==> src/rtl/reg_f_pkg.sv <==
// Shared constants for the reg_f register-file family: fixed register addresses
// and the first register that belongs to a saved context frame.
package reg_f_pkg;

  localparam int RF_ADDR_ZERO   = 0;
  localparam int RF_ADDR_ONES   = 1;
  localparam int RF_ADDR_ACC    = 2;
  localparam int RF_FIRST_SAVED = 2;

endpackage

==> src/rtl/rf_ctx_stack.sv <==
// Context frame stack: CTX_DEPTH frames of the flattened working set, a level
// counter with full/empty status and sticky overflow/underflow flags.
module rf_ctx_stack
  import reg_f_pkg::*;
#(
  parameter int FW        = 72,
  parameter int CTX_DEPTH = 4,
  parameter int LW        = $clog2(CTX_DEPTH + 1)
) (
  input  logic          clk,
  input  logic          rst,
  input  logic          push,
  input  logic          pop,
  input  logic          err_clr,
  input  logic [FW-1:0] frame_in,
  output logic [FW-1:0] frame_out,
  output logic          restore,
  output logic [LW-1:0] level,
  output logic          full,
  output logic          empty,
  output logic          ovf,
  output logic          unf
);

  localparam int IW = (CTX_DEPTH > 1) ? $clog2(CTX_DEPTH) : 1;

  logic [FW-1:0] mem [CTX_DEPTH];
  logic          push_only;
  logic          pop_only;
  logic          do_push;
  logic [LW-1:0] level_m1;
  logic [IW-1:0] wr_idx;
  logic [IW-1:0] rd_idx;

  // Simultaneous push and pop cancel each other and raise no error.
  assign push_only = push & ~pop;
  assign pop_only  = pop & ~push;
  assign full      = (level == LW'(CTX_DEPTH));
  assign empty     = (level == '0);
  assign do_push   = push_only & ~full;
  assign restore   = pop_only & ~empty & ~rst;

  assign level_m1  = level - LW'(1);
  assign wr_idx    = level[IW-1:0];
  assign rd_idx    = level_m1[IW-1:0];
  assign frame_out = mem[rd_idx];

  always_ff @(posedge clk) begin
    if (!rst && do_push) begin
      mem[wr_idx] <= frame_in;
    end
  end

  always_ff @(posedge clk) begin
    if (rst) begin
      level <= '0;
      ovf   <= 1'b0;
      unf   <= 1'b0;
    end else begin
      if (do_push) begin
        level <= level + LW'(1);
      end else if (pop_only && !empty) begin
        level <= level_m1;
      end
      // A fresh error event outranks a clear in the same cycle.
      ovf <= (ovf & ~err_clr) | (push_only & full);
      unf <= (unf & ~err_clr) | (pop_only & empty);
    end
  end

endmodule

==> src/rtl/reg_f_ctx.sv <==
// CPU register file with hard constants at 0/1, ACC at 2 and a clocked context
// stack that saves/restores ACC plus the work registers for nested calls/IRQs.
module reg_f_ctx
  import reg_f_pkg::*;
#(
  parameter int WIDTH     = 8,
  parameter int SIZE      = 11,
  parameter int CTX_DEPTH = 4
) (
  input  logic                           clk,
  input  logic                           rst,
  input  logic [$clog2(SIZE)-1:0]        rf_addr_r1,
  output logic [WIDTH-1:0]               rf_data_out1,
  input  logic [$clog2(SIZE)-1:0]        rf_addr_r2,
  output logic [WIDTH-1:0]               rf_data_out2,
  input  logic [$clog2(SIZE)-1:0]        rf_addr_wr,
  input  logic                           rf_data_we,
  input  logic [WIDTH-1:0]               rf_data_in,
  input  logic                           rf_stack_push,
  input  logic                           rf_stack_pop,
  input  logic                           rf_err_clr,
  output logic [$clog2(CTX_DEPTH+1)-1:0] rf_stack_level,
  output logic                           rf_stack_full,
  output logic                           rf_stack_empty,
  output logic                           rf_stack_ovf,
  output logic                           rf_stack_unf,
  output logic                           rf_acc_zero
);

  localparam int AW    = $clog2(SIZE);
  localparam int LW    = $clog2(CTX_DEPTH + 1);
  localparam int NSAVE = SIZE - RF_FIRST_SAVED;
  localparam int FW    = NSAVE * WIDTH;

  // regs[i] holds architectural register i + RF_FIRST_SAVED.
  logic [WIDTH-1:0] regs [NSAVE];
  logic [FW-1:0]    frame_save;
  logic [FW-1:0]    frame_restore;
  logic             restore;

  function automatic logic [WIDTH-1:0] read_reg(input logic [AW-1:0] addr);
    logic [WIDTH-1:0] val;
    val = '0;
    if (addr == AW'(RF_ADDR_ONES)) begin
      val = '1;
    end
    for (int i = 0; i < NSAVE; i++) begin
      if (addr == AW'(i + RF_FIRST_SAVED)) begin
        val = regs[i];
      end
    end
    return val;
  endfunction

  assign rf_data_out1 = read_reg(rf_addr_r1);
  assign rf_data_out2 = read_reg(rf_addr_r2);
  assign rf_acc_zero  = (regs[RF_ADDR_ACC - RF_FIRST_SAVED] == '0);

  always_comb begin
    frame_save = '0;
    for (int i = 0; i < NSAVE; i++) begin
      frame_save[i*WIDTH +: WIDTH] = regs[i];
    end
  end

  rf_ctx_stack #(
    .FW        (FW),
    .CTX_DEPTH (CTX_DEPTH),
    .LW        (LW)
  ) u_stack (
    .clk       (clk),
    .rst       (rst),
    .push      (rf_stack_push),
    .pop       (rf_stack_pop),
    .err_clr   (rf_err_clr),
    .frame_in  (frame_save),
    .frame_out (frame_restore),
    .restore   (restore),
    .level     (rf_stack_level),
    .full      (rf_stack_full),
    .empty     (rf_stack_empty),
    .ovf       (rf_stack_ovf),
    .unf       (rf_stack_unf)
  );

  // A restoring pop overwrites the whole working set, so a same-cycle write is dropped.
  always_ff @(posedge clk) begin
    if (rst) begin
      for (int i = 0; i < NSAVE; i++) begin
        regs[i] <= '0;
      end
    end else if (restore) begin
      for (int i = 0; i < NSAVE; i++) begin
        regs[i] <= frame_restore[i*WIDTH +: WIDTH];
      end
    end else if (rf_data_we) begin
      for (int i = 0; i < NSAVE; i++) begin
        if (rf_addr_wr == AW'(i + RF_FIRST_SAVED)) begin
          regs[i] <= rf_data_in;
        end
      end
    end
  end

endmodule

==> config.mk <==
export PLATFORM = sky130hd
export DESIGN_NAME = reg_f_ctx
export DESIGN_NICKNAME = d
export VERILOG_FILES = /design/src/rtl/reg_f_pkg.sv /design/src/rtl/rf_ctx_stack.sv /design/src/rtl/reg_f_ctx.sv
export SDC_FILE = /design/constraint.sdc
export NUM_CORES = 1
export LEC_CHECK = 0
export CAP_MARGIN = 5
export CELL_PAD_IN_SITES_DETAIL_PLACEMENT = 0
export CELL_PAD_IN_SITES_GLOBAL_PLACEMENT = 1
export CORE_ASPECT_RATIO = 1.2
export CORE_MARGIN = 2
export CORE_UTILIZATION = 55
export CTS_BUF_LIST = sky130_fd_sc_hd__clkbuf_2 sky130_fd_sc_hd__clkbuf_4 sky130_fd_sc_hd__clkbuf_8
export DETAILED_ROUTE_END_ITERATION = 10
export GPL_ROUTABILITY_DRIVEN = 0
export PLACE_DENSITY = 0.8
export REMOVE_ABC_BUFFERS = 1
export SLEW_MARGIN = 10
export SYNTH_ARGS = -nofsm -noshare
export SYNTH_HDL_FRONTEND = slang
export SYNTH_SLANG_ARGS = --single-unit
==> constraint.sdc <==
create_clock -name clk -period 4.3 [get_ports clk]
set_input_delay 1.29 -clock clk [delete_from_list [all_inputs] [get_ports clk]]
set_output_delay 1.29 -clock clk [all_outputs]
set_load 0.02 [all_outputs]
==> flow_summary.yaml, run 1 <==
run_status:
  outcome: "finished, final reports clean"
sta:
  period_share: 0.988
  timing.final.setup_violations: 0
  report.final.slew_viol_count: 0
  achievable-frequency_mhz: 235
  worstMarginPinSlew_ns: 0.808
  rsz0062_at_grt: "false"
  max-slew-margin-rel: 0.462
  post-route-min-period_ns: 4.25
  timing_hold_violations_final: 0
  skew_ns: 0.0259
  setup_tns_ns: 0
logic_synthesis:
  dominantRegCellSynth: "edfxtp_1"
  syn_area_sq_um: 15500
  yosysWarnings: 0
  async_reset_ff_frac: 0
  mean_syn_cell_area_sq_um: 16.4
  netlist-cell-type-count: 52
  synth_seq_area_share: 0.705
  synth.ff_latch_count: 365
  syn_inst: 942
  synth_enable_flop_cells: 360
setup_path:
  cp_max_fo: 13
  crit_path_end_kind: "primary output"
  r2r_setup_slack_ns: 1.43
  cp.required_ns: 3.01
  criticalPathCategory: "in2out"
  critical_path.reg2reg.startpoint: "u_stack.level[0]$_SDFFE_PP0P_"
  kind_of_start_point_of_the_critical_path: "input pin"
  worst_setup_path_startpoint: "rf_addr_r1[0]"
  arrival_ns: 2.96
power_and_ir_drop:
  share_comb_of_total_power: 0.139
  power_leakage_nw: 6.11
  switching_power_mw: 2.04
  p_clk_frac: 0.319
  p_total_mw: 7.93
  intPower_mw: 5.89
  power.share.switching: 0.257
  share_seq_of_total_power: 0.542
  max-vdd-ir-drop_uv: 456
  pwr_density_cell_nw_per_um2: 449
clock_tree:
  clock_edge_transition_at_the_registers_on_the_reported_setup_and_hold_paths_ns: 0.06
  numCtsBuffers: 54
  cts_tree: "done"
  worstSkewPairLatency_ns: 0.59
  cts_htree_levels: 2
  cts.sink_count: 365
  cts_root_buf: "clkbuf_8"
  cts-root-to-sink-buffers: 3
  post-cts-setup-buffers: 0
finish:
  multiInputGateArea_sq_um: 3990
  final_core_utilization: 0.634
  area.sequential_sq_um: 10900
  finish.net_count: 1086
  post_route_cells_drive_above_1_share: 0.233
  final_common_cell: "edfxtp_1"
  final_design_area_no_fill_sq_um: 17600
  area.growth.synth_to_final_pct: 14.0
  antenna_cells_inserted: 0
  mostFrequentLayoutCells: "360 x edfxtp_1, 82 x inv_1, 72 x mux4_2, 64 x o21ai_1"
  final_layout_fill_cell_count: 2068
global_routing:
  antenna_found_initial: 0
  grt_pass1_wl_microns: 54200
  grt.total_usage: 0.251
  maximum_number_of_pins_on_one_net_before_global_route_repair: 76
  gr-total-overflow: 0
  first_global_vias: 9000
route:
  dr.pass1.iters: 5
  first_iter_violations: 894
  drt-total-wl_microns: 36000
  drt-wirelength-per-cell_microns: 24.5
  ant_nets: 0
  route.vias.total: 8969
  via_per_inst: 6.11
  drcViolationCount: 0
die:
  core_area_sq_um: 27800
  rows: 67
  boundaryPins: 50
  starting_density_of_the_core: 0.556
  fp.dieArea_sq_um: 29500
  chipHeight_microns: 188
  die_w_microns: 157
place:
  buffer_ports.inserted: 49
  detailedPlacementHpwl_microns: 21600
  dpl-instance-area_sq_um: 16700
flow_run:
  cap_violations: 0
min_path:
  worstHoldPathType: "reg2reg"
  hold_start: "regs[0][25]$_DFFE_PP_"
through the flow:
stage | setup slack [ns] | std cells | hold slack [ns]
6_report | 0.0534 | 1467 | 0.563
5_1_grt | 0.00680 | 1467 | 0.598
4_1_cts | -0.00457 | 1467 | 0.552
3_5_place_dp | -0.518 | 1378 | 0.562
3_3_place_gp | -0.483 | 1378 | 0.555
2_1_floorplan | -2.33 | 888 | 0.488
cell families (layout without fill, tap and decap cells):
| logic type | count (synthesis) | after routing | share of synthesized area |
|---|---|---|---|
| muxes | 87 | 87 | 0.114 |
| and+or+nand+nor | 135 | 135 | 0.0456 |
| DFF | 365 | 365 | 0.705 |
| adders and majority gates | 5 | 5 | 0.00404 |
| buffers and inverters | 137 | 283 | 0.0424 |
| xor gates and xnor gates | 1 | 1 | 0.000566 |
| AOI/OAI and AO/OA | 212 | 212 | 0.0880 |
flip-flops by register name, indices dropped and copies added, names as in the netlist:
register and cells:
regs 72, u_stack.unf 1, u_stack.mem 288, u_stack.level 3, u_stack.ovf 1
final timing paths:
path | cells past startpoint | to
setup reg to reg | 5 | regs[0][11]$_DFFE_PP_
hold / removal | 0 | u_stack.mem[3][25]$_DFFE_PP_
hold reg to reg | 0 | u_stack.mem[3][25]$_DFFE_PP_
setup / recovery | 7 | rf_data_out1[0]
synth_stat cells, types with 3 or more instances:
cell	count	share of area
buf_4	12	0.0058
inv_1	82	0.020
nand2_1	23	0.0056
mux2i_1	15	0.0097
nor3_1	5	0.0016
o32ai_1	6	0.0034
a21oi_1	17	0.0055
edfxtp_1	360	0.70
and2_1	4	0.0016
buf_2	21	0.0068
o21ai_2	8	0.0045
o21ai_1	64	0.021
a22o_1	8	0.0045
a221oi_1	9	0.0051
nand3_1	11	0.0036
a22oi_1	8	0.0039
o31ai_1	3	0.0015
nor2_1	33	0.0080
a32o_1	5	0.0032
nor2b_1	25	0.010
mux4_2	72	0.10
buf_6	9	0.0065
dfxtp_1	5	0.0065
clkbuf_1	9	0.0022
o22ai_1	22	0.0089
nand2b_1	20	0.0081
ha_1	5	0.0040
o21ai_0	34	0.011
a211oi_1	15	0.0073
critical path: stages:
cell             delay (ns)
clkdlybuf4s50_1        0.51
buf_12                 0.16
buf_4                  0.15
a211oi_1               0.05
a2111oi_1              0.42
o32a_1                 0.22
buf_2                  0.16
layout make-up:
class,instances,area share
Clock inverter,23,0.00581
Timing Repair Buffer,111,0.0573
Multi-Input combinational cell,440,0.226
Clock buffer,66,0.0476
Sequential cell,365,0.618
Tap cell,379,0.0269
Inverter,83,0.0178
layer usage:
metal  track usage  share of wire
met5             0              0
met4        0.0913          0.031
met3        0.0508          0.075
met2         0.395           0.48
met1         0.352           0.41
power by group through the flow:
stage          sequential [mW]  clock, mW  combinational [mW]
2_1_floorplan             4.34          0               0.715
3_3_place_gp              4.36          0                1.11
3_5_place_dp              4.37          0                1.12
4_1_cts                   4.30       2.58                1.11
5_1_grt                   4.32       2.73                1.19
6_report                  4.30       2.53                1.10
what timing repair did:
action | CTS | global route
hold buffers | 0 | 0
endpoints found under the setup margin | 16 | 7
pin swaps | 5 | 4
gates resized for setup | 51 | 11
(Power assumes the default switching activity.)
==> inputs of run 2 (changes only) <==
--- a/config.mk
+++ b/config.mk
@@ -5,12 +5,11 @@
 export SDC_FILE = /design/constraint.sdc
 export NUM_CORES = 1
 export LEC_CHECK = 0
-export CAP_MARGIN = 5
-export CELL_PAD_IN_SITES_DETAIL_PLACEMENT = 0
-export CELL_PAD_IN_SITES_GLOBAL_PLACEMENT = 1
+export CELL_PAD_IN_SITES_DETAIL_PLACEMENT = 2
+export CELL_PAD_IN_SITES_GLOBAL_PLACEMENT = 2
 export CORE_ASPECT_RATIO = 1.2
 export CORE_MARGIN = 2
-export CORE_UTILIZATION = 55
+export CORE_UTILIZATION = 48
 export CTS_BUF_LIST = sky130_fd_sc_hd__clkbuf_2 sky130_fd_sc_hd__clkbuf_4 sky130_fd_sc_hd__clkbuf_8
 export DETAILED_ROUTE_END_ITERATION = 10
 export GPL_ROUTABILITY_DRIVEN = 0
==> run 2 against run 1 <==
  * The flow now finishes with violations (negative setup slack)
  * Sequential cell count did not move
  * Non-clock buffer count is 17 higher
  * Final cell count up 4.2%
  * Critical path depth unchanged
  * Via count rose by 15%
  * Register-to-register slack worse by 0.03 ns
  * Die area grew 14%
  * Sequential power up 2%
  * Cell area up 3.9%
  * Routed wire length grew 71%
  * Critical endpoint is now rf_data_out1[5]
  * Highest routed layer unchanged
==> flow_summary.yaml, run 2 (synthesis results as in run 1) <==
die:
  rows: 72
  chipHeight_microns: 201
  fp.dieArea_sq_um: 33700
  boundaryPins: 50
  die_w_microns: 168
  starting_density_of_the_core: 0.484
  core_area_sq_um: 32000
setup_path:
  criticalPathCategory: "in2out"
  arrival_ns: 3.02
  regToRegEndpoint: "regs[0][57]$_DFFE_PP_"
  kind_of_start_point_of_the_critical_path: "input pin"
  r2r_setup_slack_ns: 1.40
  rr_worst_depth: 6
  crit_path_end_kind: "primary output"
  cp.required_ns: 3.01
  critical_path.reg2reg.startpoint: "u_stack.level[0]$_SDFFE_PP0P_"
  cp_max_fo: 6
min_path:
  worstHoldPathType: "reg2reg"
  hold-path-cell-count: 0
  hold_start: "regs[0][65]$_DFFE_PP_"
  min_to: "u_stack.mem[2][65]$_DFFE_PP_"
route:
  routed-wl-met3_microns: 4650
  drt-wirelength-per-cell_microns: 40.2
  via_per_inst: 6.77
  first_iter_violations: 1289
  met1Wirelength_microns: 22000
  route.vias.total: 10300
  drcViolationCount: 0
  dr.pass1.iters: 5
  top_signal_layer_used: "met4"
  wl_met2_microns: 30300
  ant_nets: 0
  drt-total-wl_microns: 61400
clock_tree:
  cts-root-to-sink-buffers: 3
  worstSkewPairLatency_ns: 0.69
  cts.sink_count: 365
  numCtsBuffers: 57
  cts_htree_levels: 2
  cts_root_buf: "clkbuf_8"
  clock_edge_transition_at_the_registers_on_the_reported_setup_and_hold_paths_ns: 0.14
  cts_tree: "done"
  hold_buffers: 0
power_and_ir_drop:
  share_seq_of_total_power: 0.489
  intPower_mw: 6.32
  p_total_mw: 8.95
  p_clk_frac: 0.363
  share_comb_of_total_power: 0.148
  power_leakage_nw: 6.38
  max-vdd-ir-drop_uv: 308
  switching_power_mw: 2.63
  pwr_density_cell_nw_per_um2: 488
  power.share.switching: 0.294
finish:
  multiInputGateArea_sq_um: 4140
  largest_register: "u_stack.mem"
  final_core_utilization: 0.573
  post_route_cells_drive_above_1_share: 0.289
  finish.net_count: 1106
  largest_register_ffs: 288
  mostFrequentLayoutCells: "360 x edfxtp_1, 82 x inv_1, 72 x mux4_2, 65 x o21ai_1, 61 x buf_4"
  area.growth.synth_to_final_pct: 18.4
  final_layout_fill_cell_count: 2722
  area.sequential_sq_um: 10900
  final_common_cell: "edfxtp_1"
  layout_top_registers: "u_stack.mem x288, regs x72, u_stack.level x3"
  finish.cell_count_without_fillers: 1529
sta:
  hold_slack_ns: 0.612
  timing.final.ws_setup_ns: -0.0118
  rsz0062_at_grt: "true"
  report.final.slew_viol_count: 0
  timing.final.setup_violations: 3
  post-route-min-period_ns: 4.31
  worstMarginPinSlew_ns: 0.975
  achievable-frequency_mhz: 232
  period_share: 1.00
  skew_ns: 0.0801
  timing_hold_violations_final: 0
  max-slew-margin-rel: 0.350
run_status:
  outcome: "finished with violations"
  failed_checks: "negative setup slack"
place:
  detailedPlacementHpwl_microns: 33900
  buffer_ports.inserted: 49
  placedCellCount: 1419
  pre_cts_ws_ns: -0.704
global_routing:
  gr-total-overflow: 0
  antenna_found_initial: 3
  maximum_number_of_pins_on_one_net_before_global_route_repair: 73
  grt_pass1_wl_microns: 88200
  grt.total_usage: 0.375
  first_global_vias: 11400
flow_run:
  cap_violations: 0
-- run 2: cell count changes in the layout (fill, tap and decap cells not counted), sizes merged, moves of 3 or more --
cell,previous run,this run
clkdlybuf4s15,0,6
bufinv,0,4
clkinv,22,18
buf,72,85
clkbuf,67,81
dlygate4sd2,11,7
diode,0,3
-- run 2: worst max-delay path, stage by stage --
cell	delay (ns)
clkdlybuf4s15_2	0.33
buf_4	0.22
nor2b_1	0.07
a211oi_1	0.36
a2111oi_2	0.11
o32a_1	0.37
clkdlybuf4s15_2	0.26
-- run 2: timing repair --
item / in CTS / in global routing
pin swaps: 8 / 4
setup buffers: 3 / 0
setup endpoints to repair: 16 / 12
resized for setup: 95 / 20
cloned: 1 / 0
-- run 2: cell type report --
type	instances	area share
Tap cell	407	0.0278
Sequential cell	365	0.595
Clock inverter	26	0.0126
Timing Repair Buffer	128	0.0701
Inverter	83	0.0171
Antenna cell	3	0.000410
Clock buffer	77	0.0510
Multi-Input combinational cell	440	0.226
-- run 2: per-stage QoR --
step                      cell area, sq um  setup TNS (ns)
after floorplan                      15100         -881.32
after global placement               16900           -5.71
after detailed placement             16900           -7.85
after CTS                            18300               0
after global routing                 18300         -0.0252
final                                18300         -0.0167
-- run 2: power groups by stage --
stage | registers (mW) | clock network, mW | logic [mW]
finish | 4.37 | 3.25 | 1.33
global placement | 4.39 | 0 | 1.12
floorplan | 4.34 | 0 | 0.715
detailed placement | 4.42 | 0 | 1.22
global route | 4.38 | 3.42 | 1.39
CTS | 4.36 | 3.26 | 1.29
-- run 2: worst max path at each step --
stage / endpoint / depth (start not counted) / slack (ns) / startpoint
detailed placement: rf_data_out1[4] / 7 / -0.70 / rf_addr_r1[0]
global placement: rf_data_out1[0] / 7 / -0.45 / rf_addr_r1[2]
finish: rf_data_out1[5] / 7 / -0.01 / rf_addr_r1[2]
global route: rf_data_out1[5] / 7 / -0.03 / rf_addr_r1[2]
floorplan: u_stack.mem[0][0]$_DFFE_PP_ / 6 / -2.33 / u_stack.level[0]$_SDFFE_PP0P_
CTS: rf_data_out2[4] / 7 / 0.0006 / rf_addr_r2[0]
-- run 2: metal layers --
metal  global-route usage  vias up
li1                     -     3966
met1                0.459     5425
met2                0.616      719
met3               0.0716      235
met4                0.240        0
met5                    0        -
